==> src/rtl/seg7_scan_ctrl.sv <==
// seg7_scan_ctrl -- multiplexed seven-segment scan controller.
//
// Splits clk into per-digit time slots of TICK_DIV clocks, enables one
// active-low anode per slot and decodes that digit's hex nibble onto the
// active-low segment bus. The first DEAD_CYCLES clocks of every slot are
// blanked so the previous digit's segments never ghost onto the new anode.
// New display words arrive through a valid/ready shadow register and are
// copied into the displayed (active) register only at a frame boundary or
// when scanning starts from idle, so a frame never shows a torn word.
//
// Optional feature: define SEG7_LZ_BLANK_EN for leading-zero suppression.
//
// Ports
//   clk, rst       clock, asynchronous active-high reset
//   en_i           scan enable (0 = display dark, scan position reset)
//   data_i         hex nibbles, data_i[3:0] is digit 0 (rightmost)
//   dp_i           decimal points, 1 = lit
//   valid_i        data_i/dp_i valid
//   ready_o        shadow register free
//   anode_o        active-low anode enables, anode_o[i] = digit i
//   seg_o          active-low segments {g,f,e,d,c,b,a}
//   dp_o           active-low decimal point
//   digit_idx_o    index of the current slot
//   frame_done_o   1-clk pulse on the last clock of digit N_DIGITS-1
//   state_o        FSM state (0 idle, 1 blank, 2 show) for observation
//
// Handshake: a word is taken on any rising clk edge where valid_i and
// ready_o are both 1. ready_o is registered and falls the clock after a
// capture; it rises again the clock after that word moves to the active
// register. valid_i while ready_o is 0 is ignored and the shadow is kept.
module seg7_scan_ctrl #(
  parameter int CLK_FREQ    = 50_000_000,
  parameter int SCAN_FREQ   = 1_000,
  parameter int N_DIGITS    = 4,
  parameter int DEAD_CYCLES = 64
) (
  input  logic                  clk,
  input  logic                  rst,
  input  logic                  en_i,
  input  logic [4*N_DIGITS-1:0] data_i,
  input  logic [N_DIGITS-1:0]   dp_i,
  input  logic                  valid_i,
  output logic                  ready_o,
  output logic [N_DIGITS-1:0]   anode_o,
  output logic [6:0]            seg_o,
  output logic                  dp_o,
  output logic [2:0]            digit_idx_o,
  output logic                  frame_done_o,
  output logic [1:0]            state_o
);

  localparam int TICK_DIV = CLK_FREQ / (SCAN_FREQ * N_DIGITS);
  localparam int CW       = $clog2(TICK_DIV);
  localparam logic [CW-1:0] CNT_MAX   = CW'(TICK_DIV - 1);
  localparam logic [CW-1:0] DEAD_LAST = CW'(DEAD_CYCLES - 1);
  localparam logic [2:0]    IDX_LAST  = 3'(N_DIGITS - 1);

  typedef enum logic [1:0] {
    S_IDLE  = 2'd0,
    S_BLANK = 2'd1,
    S_SHOW  = 2'd2
  } state_t;

  state_t                state_q, state_d;
  logic [CW-1:0]         cnt_q, cnt_d;
  logic [2:0]            idx_q, idx_d;
  logic [4*N_DIGITS-1:0] shadow_q, shadow_d, active_q, active_d;
  logic [N_DIGITS-1:0]   sdp_q, sdp_d, adp_q, adp_d;
  logic                  pending_q, pending_d;

  logic                  wrap, start;
  logic [N_DIGITS-1:0]   lz_blank;
  logic [3:0]            nib_sel;
  logic                  dp_sel, lz_sel;

  function automatic logic [6:0] hex7(input logic [3:0] n);
    case (n)
      4'h0: hex7 = 7'h40;  4'h1: hex7 = 7'h79;
      4'h2: hex7 = 7'h24;  4'h3: hex7 = 7'h30;
      4'h4: hex7 = 7'h19;  4'h5: hex7 = 7'h12;
      4'h6: hex7 = 7'h02;  4'h7: hex7 = 7'h78;
      4'h8: hex7 = 7'h00;  4'h9: hex7 = 7'h10;
      4'hA: hex7 = 7'h08;  4'hB: hex7 = 7'h03;
      4'hC: hex7 = 7'h46;  4'hD: hex7 = 7'h21;
      4'hE: hex7 = 7'h06;  default: hex7 = 7'h0E;
    endcase
  endfunction

  // Next state, scan position and handshake registers.
  always_comb begin
    state_d   = state_q;
    cnt_d     = cnt_q;
    idx_d     = idx_q;
    shadow_d  = shadow_q;
    sdp_d     = sdp_q;
    active_d  = active_q;
    adp_d     = adp_q;
    pending_d = pending_q;

    wrap  = en_i && (state_q == S_SHOW) && (cnt_q == CNT_MAX) && (idx_q == IDX_LAST);
    start = en_i && (state_q == S_IDLE);

    if (!en_i) begin
      state_d = S_IDLE;
      cnt_d   = '0;
      idx_d   = '0;
    end else begin
      case (state_q)
        S_IDLE: begin
          state_d = S_BLANK;
          cnt_d   = '0;
          idx_d   = '0;
        end
        S_BLANK: begin
          cnt_d = cnt_q + 1'b1;
          if (cnt_q == DEAD_LAST) state_d = S_SHOW;
        end
        S_SHOW: begin
          if (cnt_q == CNT_MAX) begin
            state_d = S_BLANK;
            cnt_d   = '0;
            idx_d   = (idx_q == IDX_LAST) ? 3'd0 : idx_q + 3'd1;
          end else begin
            cnt_d = cnt_q + 1'b1;
          end
        end
        default: begin
          state_d = S_IDLE;
          cnt_d   = '0;
          idx_d   = '0;
        end
      endcase
    end

    // Capture needs pending=0 and transfer needs pending=1, so they are exclusive.
    if (valid_i && !pending_q) begin
      shadow_d  = data_i;
      sdp_d     = dp_i;
      pending_d = 1'b1;
    end else if (pending_q && (wrap || start)) begin
      active_d  = shadow_q;
      adp_d     = sdp_q;
      pending_d = 1'b0;
    end
  end

  always_ff @(posedge clk or posedge rst) begin
    if (rst) begin
      state_q   <= S_IDLE;
      cnt_q     <= '0;
      idx_q     <= '0;
      shadow_q  <= '0;
      sdp_q     <= '0;
      active_q  <= '0;
      adp_q     <= '0;
      pending_q <= 1'b0;
    end else begin
      state_q   <= state_d;
      cnt_q     <= cnt_d;
      idx_q     <= idx_d;
      shadow_q  <= shadow_d;
      sdp_q     <= sdp_d;
      active_q  <= active_d;
      adp_q     <= adp_d;
      pending_q <= pending_d;
    end
  end

`ifdef SEG7_LZ_BLANK_EN
  // Walk from the leftmost digit down; a digit is blanked while every
  // nibble from the top down to it is zero. Digit 0 always shows.
  always_comb begin
    logic all_zero;
    all_zero = 1'b1;
    lz_blank = '0;
    for (int i = N_DIGITS - 1; i >= 0; i--) begin
      all_zero    = all_zero & (active_q[4*i +: 4] == 4'h0);
      lz_blank[i] = all_zero && (i != 0);
    end
  end
`else
  assign lz_blank = '0;
`endif

  // Outputs decode straight from registered state so reset darkens them at once.
  always_comb begin
    nib_sel = 4'h0;
    dp_sel  = 1'b0;
    lz_sel  = 1'b0;
    anode_o = '1;
    seg_o   = 7'h7F;
    dp_o    = 1'b1;
    for (int i = 0; i < N_DIGITS; i++) begin
      if (idx_q == 3'(i)) begin
        nib_sel = active_q[4*i +: 4];
        dp_sel  = adp_q[i];
        lz_sel  = lz_blank[i];
      end
    end
    if (state_q == S_SHOW) begin
      for (int i = 0; i < N_DIGITS; i++) anode_o[i] = (idx_q != 3'(i));
      seg_o = lz_sel ? 7'h7F : hex7(nib_sel);
      dp_o  = ~dp_sel;
    end
  end

  assign ready_o      = ~pending_q;
  assign digit_idx_o  = idx_q;
  assign frame_done_o = wrap;
  assign state_o      = state_q;

endmodule

==> config.mk <==
export PLATFORM = sky130hd
export DESIGN_NAME = seg7_scan_ctrl
export DESIGN_NICKNAME = d
export VERILOG_FILES = /design/src/rtl/seg7_scan_ctrl.sv
export SDC_FILE = /design/constraint.sdc
export NUM_CORES = 1
export LEC_CHECK = 0
export ABC_CLOCK_PERIOD_IN_PS = 6870
export CAP_MARGIN = 0
export CORE_UTILIZATION = 45
export CTS_BUF_LIST = sky130_fd_sc_hd__clkbuf_8 sky130_fd_sc_hd__clkbuf_16
export DETAILED_ROUTE_END_ITERATION = 10
export MAX_ROUTING_LAYER = met4
export PLACE_DENSITY_LB_ADDON = 0.25
export SYNTH_ARGS = -nofsm -noshare
export SYNTH_HDL_FRONTEND = slang
export SYNTH_SLANG_ARGS = --single-unit
==> constraint.sdc <==
create_clock -name clk -period 6.87 [get_ports clk]
set_input_delay 1.374 -clock clk [delete_from_list [all_inputs] [get_ports clk]]
set_output_delay 1.374 -clock clk [all_outputs]
set_load 0.02 [all_outputs]
Word level (Yosys, flattened, before mapping)

Memories as Yosys holds them, arrays and structs flattened.
Index checks and enable logic that the tools add are counted.

Register bits: 60
Memory bits (read-only): 112
Output and inout port bits: 19
Word-level logic and storage cells: 66
Memories: 1

Add/sub/neg operators: 2
Eq/ne operators: 13
Mux-type cells: 24
Bitwise logic cells: 3
Reduce and logical (&&, ||, !) cells: 15

Memories:

| name            | depth | bits a word | read ports | clocked after Yosys merged registers in | wr ports | line | source |
|---|---|---|---|---|---|---|---|
| (no name shown) | 16    | 7           | 1          | 0                                       | 0        | 77   | `case (n)` |

Operators with widths:

| operator                                             | count |
|---|---|
| two-way mux 14 bit                                   | 2 |
| case mux 14 bit (2 select lines)                     | 1 |
| two-way mux 4 bit                                    | 5 |
| adder 14 x 1 -> 14 bit, second input constant        | 1 |
| equality test 14 bit, second input constant          | 1 |
| equality test 14 x 6 -> 1 bit, second input constant | 1 |
| two-way mux 3 bit                                    | 3 |
| != test 3 x 2 -> 1 bit, second input constant        | 3 |
| two-way mux 1 bit                                    | 7 |
| two-way mux 7 bit                                    | 1 |
| equality test 3 x 2 -> 1 bit, second input constant  | 2 |
| logical AND 1 bit                                    | 6 |
| two-way mux 2 bit                                    | 3 |
| case mux 2 bit (3 select lines)                      | 1 |
| case mux 3 bit (2 select lines)                      | 1 |
| AND reduction 2 bit                                  | 3 |
| adder 3 x 1 -> 3 bit, second input constant          | 1 |
| equality test 3 x 1 -> 1 bit, second input constant  | 1 |
| logical NOT 3 bit                                    | 1 |
| != test 3 x 1 -> 1 bit, second input constant        | 1 |
| != test 3 bit, second input constant                 | 1 |
| inverter 1 bit                                       | 3 |
| nonzero test 3 bit                                   | 1 |
| equality test 2 x 1 -> 1 bit, second input constant  | 1 |
| 6 further kinds                                      | 6 |

Longest topological paths before layout

Gate-level depths: netlist (run 1).

Word-level depth: 8
Depth in mapped cells: 12
Depth with buffers taken out: 11

Worst setup path after synthesis (run 1)

Ideal clock, no wire load.

Path kind: reg-to-output
Start: register idx_q[0] (netlist: digit_idx_o[0])
End: output seg_o[0]
Arrival: 2.498 ns
Data required time: 5.496 ns
Setup slack: 2.998 ns
Cell stages (with the launch flop): 10
Buffers on the path: 1
Path through: dfrtp_1 inv_1 ha_1 buf_2 o2bb2ai_1 a311o_1 inv_1 ha_1 nor3_1 o311ai_1

Cells in the longest elaborated chain, start to end: 7
Elaborated cells on any way between the ends: 10
Classes of those cells: eq/ne: 3; mux: 5; reduce/logical: 1; memory: 1

RTL lines:

| item                            | line | source |
|---|---|---|
| from (decl)                     | 66   | `logic [2:0] idx_q, idx_d;` |
| from (signal assigned)          | 160  | `idx_q <= idx_d;` |
| logical NOT 3 bit               | 194  | `if (idx_q == 3'(i)) begin` |
| two-way mux 4 bit (3 in series) | 194  |  |
| two-way mux 4 bit *             | 194  |  |
| memory (16 x 7 bit) *           | n/a  |  |
| two-way mux 7 bit *             | 200  | `if (state_q == S_SHOW) begin` |
| to (decl)                       | 45   | `output logic [6:0] seg_o,` |

Every way passes the cells marked *; elsewhere a longest branch is shown, timed or not.

Worst setup path in the final report (run 1)

Start: register idx_q[1] (netlist: digit_idx_o[1])
End: output seg_o[3]

Same word-level chain as after synthesis.

==> metrics.csv, run 1 <==
metric;value;unit
path_clk_slew;0.07;ns
critPathCaptureType;output port;
synth_nets;324;
rows;30;
cp_common_cell;ha_1;
hold_path_class;reg -> reg;
routed_via_density;5.084;
place_hpwl;4.576;mm
crit_type;reg -> out;
yosysTopAreaCell;dfrtp_1;
grt_pass1_vias;2182;
clk_latency;0.33;ns
port-buffer-count;42;
dieArea;7639;um^2
io_pins;43;
postCtsSetupRepairBufs;0;
cp_data_required_time;5.50;ns
yosys_warnings;0;
grt_use_total;19.08;%
diodes;0;
fin_nets;366;
setup_ws;2.097;ns
ir_drop;0.0002045;V
tightest_slew;1.045;ns
routabilityCongestion;0.8959;
cts_tree;done;
fin_util;57.30;%
max_stage_delay;0.63;ns
p_per_area;399.3;nW/um^2
ctsLongestPathBuffers;2;
synthSimpleGateAreaFrac;14.11;%
clock-root-buffer;clkbuf_8;
grt_pass1_wl;10.58;mm
die_x;87.40;um
cts_resized;0;
dp_cells;412;
tns;0;ns
htreeDepth;3;
stdcell_count;428;
setup_viol;0;
rsz0062_at_grt;false;
fmax;209.5;MHz
synth_top_family_by_area;multiplexers;
avgSynthCellArea;11.52;um^2
synth.most_common_cell;dfrtp_1;
grt_max_degree;61;
dp_slack;2.422;ns
synthMuxAreaShare;16.66;%
cp_slowest_cell;clkdlybuf4s50_1;
worstPathCellList;ha_1 -> nor2_1 -> o2bb2ai_1 -> a311o_1 -> inv_1 -> ha_1 -> nor3_1 -> o21bai_1 -> a32oi_1 -> clkdlybuf4s50_1;
tritoncts.num_buffers;9;
synth_xor_area_share;3.202;%
maxSlewHeadroom;30.01;%
slew_violations;0;
synth_compound_area_share;9.722;%
outcome;complete, no violations;
synth_top_area_share;45.75;%
syn_area;3282;um^2
overflow;0;
ctsHoldBuffers;0;
synth_edf_count;0;
vias;2176;
antenna_left;0;
synth.cells.most_frequent;dfrtp_1 (60), nor2_1 (27), mux2_2 (21);
drtPass1Iterations;4;
synth_ff_type;dfrtp_1;
floorplan.initialDensity;47.52;%
cts_sinks;60;
drt_iter0_markers;115;
antenna_found_initial;0;
yosysSeqAreaShare;45.75;%
period_share;69.47;%
synth_adder_area_share;5.719;%
ys_top_cells_by_area;dfrtp_1 (46%), mux2_4 (9.1%), mux2_2 (7.2%);
cap_viol_max_count;0;
leakagePower;0.001663;uW
syn_inst;285;
fin_worst_skew;0.006968;ns
synth_cell_type_count;58;
routed_wl;6.185;mm
finalCriticalPeriod;4.773;ns
drc;0;
drive_gt1_share;21.69;%
critPathLaunchType;flip-flop;
ys_seq_elements;60;
area_growth;20.59;%
async_reset_ff_share;100.0;%
hold_violations;0;
crit_fanout;12;
core;6907;um^2
cp_data_arrival_time;3.40;ns
dieHeight;87.40;um
detail_route.wl_per_cell;14.45;um
## power by group
group	switching, uW	total, uW	internal, uW	leakage [uW]
registers	87.7	574	487	0.000746
logic	301	652	352	0.000805
clock network	140	354	214	0.000113
## through the flow
step	hold slack, ns	instance area [um^2]	total power (uW)
finish	0.4658	3958	1580
global route	0.5036	3958	1686
CTS	0.4655	3958	1596
detailed placement	0.4561	3734	1239
global placement	0.4358	3734	1225
floorplan	0.4233	3282	1088
## sequential cells by signal (all words and copies together) (netlist names)
| register | cells |
|---|---|
| shadow_q | 16 |
| sdp_q | 4 |
| active_q | 16 |
| adp_q | 4 |
| digit_idx_o | 3 |
| pending_q | 1 |
| cnt_q | 14 |
| state_o | 2 |
## path summary, 6_finish.rpt
path / startpoint / endpoint / slack (ns) / depth (start not counted)
max in group asynchronous: rst / digit_idx_o[2] / 4.82 / 3
min in group asynchronous: rst / cnt_q[8] / 1.56 / 3
worst min register to register: cnt_q[0] / cnt_q[0] / 0.47 / 1
worst max-delay path: digit_idx_o[1] / seg_o[3] / 2.10 / 10
worst min-delay path: cnt_q[0] / cnt_q[0] / 0.47 / 1
worst max register to register: state_o[0] / active_q[6] / 4.31 / 7
## worst max-delay path, delay by kind of cell, from the launching register on
| family | cells | cell delay (ns) |
|---|---|---|
| DFF | 1 | 0.41 |
| AOI/OAI and AO/OA | 4 | 0.94 |
| and+or+nand+nor | 2 | 0.21 |
| adders and majority gates | 2 | 0.75 |
| buffers and inverters | 2 | 0.75 |
## cell families after synthesis
logic type      Yosys count
mux                      42
buf+inv                  28
compound gates           40
flops                    60
simple gates             88
xor+xnor                 12
fa+ha+maj                15
## layer usage
layer	vias to the layer above	wire, um	track usage [%]
li1	1074	-	-
met1	1055	2944	25.23
met2	38	2917	28.41
met3	9	223	4.645
met4	0	100	7.154
met5	-	0	-
## area by class of cell
cell class                 instances  area, um^2
clock buffer                      10       137.6
clock inverter                     6       86.33
fill                             619        2949
inverter                          16       60.06
multi-input combinational        197        1624
sequential                        60        1501
tap                               96       120.1
timing repair buffer              43       427.9
## cells in the final DEF, fill, tap and decap left out, drive strengths merged, types with 6 or more instances in the layout
cell and n:
nand3 7, ha 15, clkdlybuf4s50 42, xnor2 7, dfrtp 60, mux2 41
nor2 28, nand2 18, o21ai 6, inv 17, clkbuf 10, a21oi 10
Note: power is estimated with default switching activity, not from simulation.
==> run 2: changes to the inputs <==
- ABC_CLOCK_PERIOD_IN_PS: 6870 -> 4400
- clock period: 6.87 -> 4.4 ns (I/O delays scaled with it)
==> run 2 against run 1 <==
Effect of this change: largest power group unchanged; global-route usage about the same; sequential cell count unchanged; highest routed layer unchanged; clock power increased by 58%; non-clock buffer count stayed put; worst setup slack got worse by 1.9 ns.
==> metrics.csv, run 2 (same netlist as run 1, synthesis figures left out) <==
metric;value;unit
path_clk_slew;0.07;ns
cap_viol_max_count;0;
hp-start;cnt_q[0];
grt_pass1_wl;10.66;mm
critPathCaptureType;output port;
dieHeight;87.40;um
fmax;239.4;MHz
setup_ws;0.2229;ns
dieArea;7639;um^2
outcome;complete, no violations;
drive_gt1_share;21.69;%
vias;2200;
routed_wl;6.236;mm
port-buffer-count;42;
detail_route.wl_per_cell;14.57;um
overflow;0;
tightest_slew;1.034;ns
leakagePower;0.001669;uW
drc;0;
maxSlewHeadroom;30.74;%
place_hpwl;4.515;mm
rsz0062_at_grt;false;
fin_worst_skew;0.008823;ns
rr_worst_depth;7;
clock-root-buffer;clkbuf_8;
grt_use_total;19.09;%
reg2reg_to;active_q[6];
clk_latency;0.34;ns
antenna_found_initial;0;
reg2reg_slack;1.88;ns
tritoncts.num_buffers;9;
critPathLaunchType;flip-flop;
die_x;87.40;um
routed_via_density;5.140;
min_path_cells;1;
slew_violations;0;
drt_iter0_markers;69;
fill_cells;594;
dp_slack;0.4703;ns
crit_fanout;6;
fin_hold_ws;0.4514;ns
htreeDepth;3;
floorplan.initialDensity;47.52;%
ctsLongestPathBuffers;2;
cts_sinks;60;
rows;30;
p_per_area;621.9;nW/um^2
hold_path_class;reg -> reg;
io_pins;43;
area_growth;20.93;%
hold_violations;0;
tns;0;ns
cts_tree;done;
routabilityCongestion;0.8830;
finalCriticalPeriod;4.177;ns
cp_data_arrival_time;3.30;ns
fin_nets;366;
diodes;0;
top_regs;active_q (16), shadow_q (16), cnt_q (14);
holdPathEnd;cnt_q[0];
mostFrequentLayoutCell;dfrtp_1;
final_cell_mix;dfrtp_1 (60), clkdlybuf4s50_1 (41), nor2_1 (27), mux2_2 (21), mux2_4 (20);
worstReg2RegStart;state_o[0];
period_share;94.93;%
grt_max_degree;36;
antenna_left;0;
crit_type;reg -> out;
cp_data_required_time;3.52;ns
core;6907;um^2
ir_drop;0.0002212;V
setup_viol;0;
grt_pass1_vias;2173;
drtPass1Iterations;4;
## run 2: cell count changes in the layout (fill, tap and decap cells not counted), sizes merged
cell,previous run,this run
clkinv,2,1
inv,17,18
clkinvlp,1,0
clkbuf,10,11
dlymetal6s2s,0,1
clkdlybuf4s50,42,41
## run 2: per-stage QoR
| stage | cells | utilization (%) | area (um^2) | power, uW |
|---|---|---|---|---|
| 3_5_place_dp | 412 | 54.06 | 3734 | 1920 |
| 3_3_place_gp | 412 | 54.06 | 3734 | 1905 |
| 6_report | 428 | 57.46 | 3969 | 2468 |
| 5_1_grt | 428 | 57.46 | 3969 | 2622 |
| 4_1_cts | 428 | 57.36 | 3961 | 2492 |
| 2_1_floorplan | 285 | - | 3282 | 1699 |
## run 2: layout make-up
cell class,count,area [um^2],share of cell area (%)
clock buffer,11,151.4,3.815
clock inverter,5,76.32,1.923
inverter,16,60.06,1.513
multi-input combinational,197,1629,41.05
sequential,60,1501,37.83
tap,96,120.1,3.026
timing repair buffer,43,430.4,10.84
## run 2: layer usage
metal  global-route usage, %  vias to the layer above  routed length [um]
met2                   28.91                       43                2943
li1                        -                     1080                   -
met1                   24.38                     1069                2972
met4                   5.812                        0                  63
met3                   6.161                        8                 256
met5                       -                        -                   0
## run 2: repair_timing
item,4_1_cts,5_1_grt
buffers inserted,0,0
hold endpoints to repair,0,0
gates resized for setup,0,3
setup endpoints to repair,0,3
hold buffers,0,0
## run 2: worst max-delay path by stage
stage          slack, ns            from  endpoint
5_1_grt             0.03  digit_idx_o[0]  seg_o[5]
3_5_place_dp        0.47  digit_idx_o[1]  seg_o[3]
6_report            0.22  digit_idx_o[0]  seg_o[5]
4_1_cts             0.09  digit_idx_o[1]  seg_o[3]
3_3_place_gp        0.54  digit_idx_o[1]  seg_o[3]
2_1_floorplan       1.02  digit_idx_o[0]  seg_o[0]
## run 2: power by group
group | leakage [uW] | total, uW | switching [uW] | internal (uW)
Sequential | 0.000746 | 897 | 137 | 760
Combinational | 0.000801 | 1010 | 464 | 546
Clock | 0.000122 | 560 | 214 | 347
Total | 0.00167 | 2470 | 815 | 1650
## run 2: worst max-delay path: stages, from the launching register on
cell	delay, ns
dfrtp_1	0.42
inv_1	0.13
ha_1	0.28
nand2_1	0.08
o21ai_0	0.19
a22oi_1	0.09
or2_2	0.35
inv_1	0.15
ha_1	0.23
o21a_1	0.17
a21oi_1	0.05
o221ai_1	0.20
clkdlybuf4s50_1	0.63
==> run 3: changes to the inputs <==
- SKIP_CTS_REPAIR_TIMING: unset -> 1
==> results of run 3 <==
The final DEF is identical to that of run 2; final timing and power are the same.
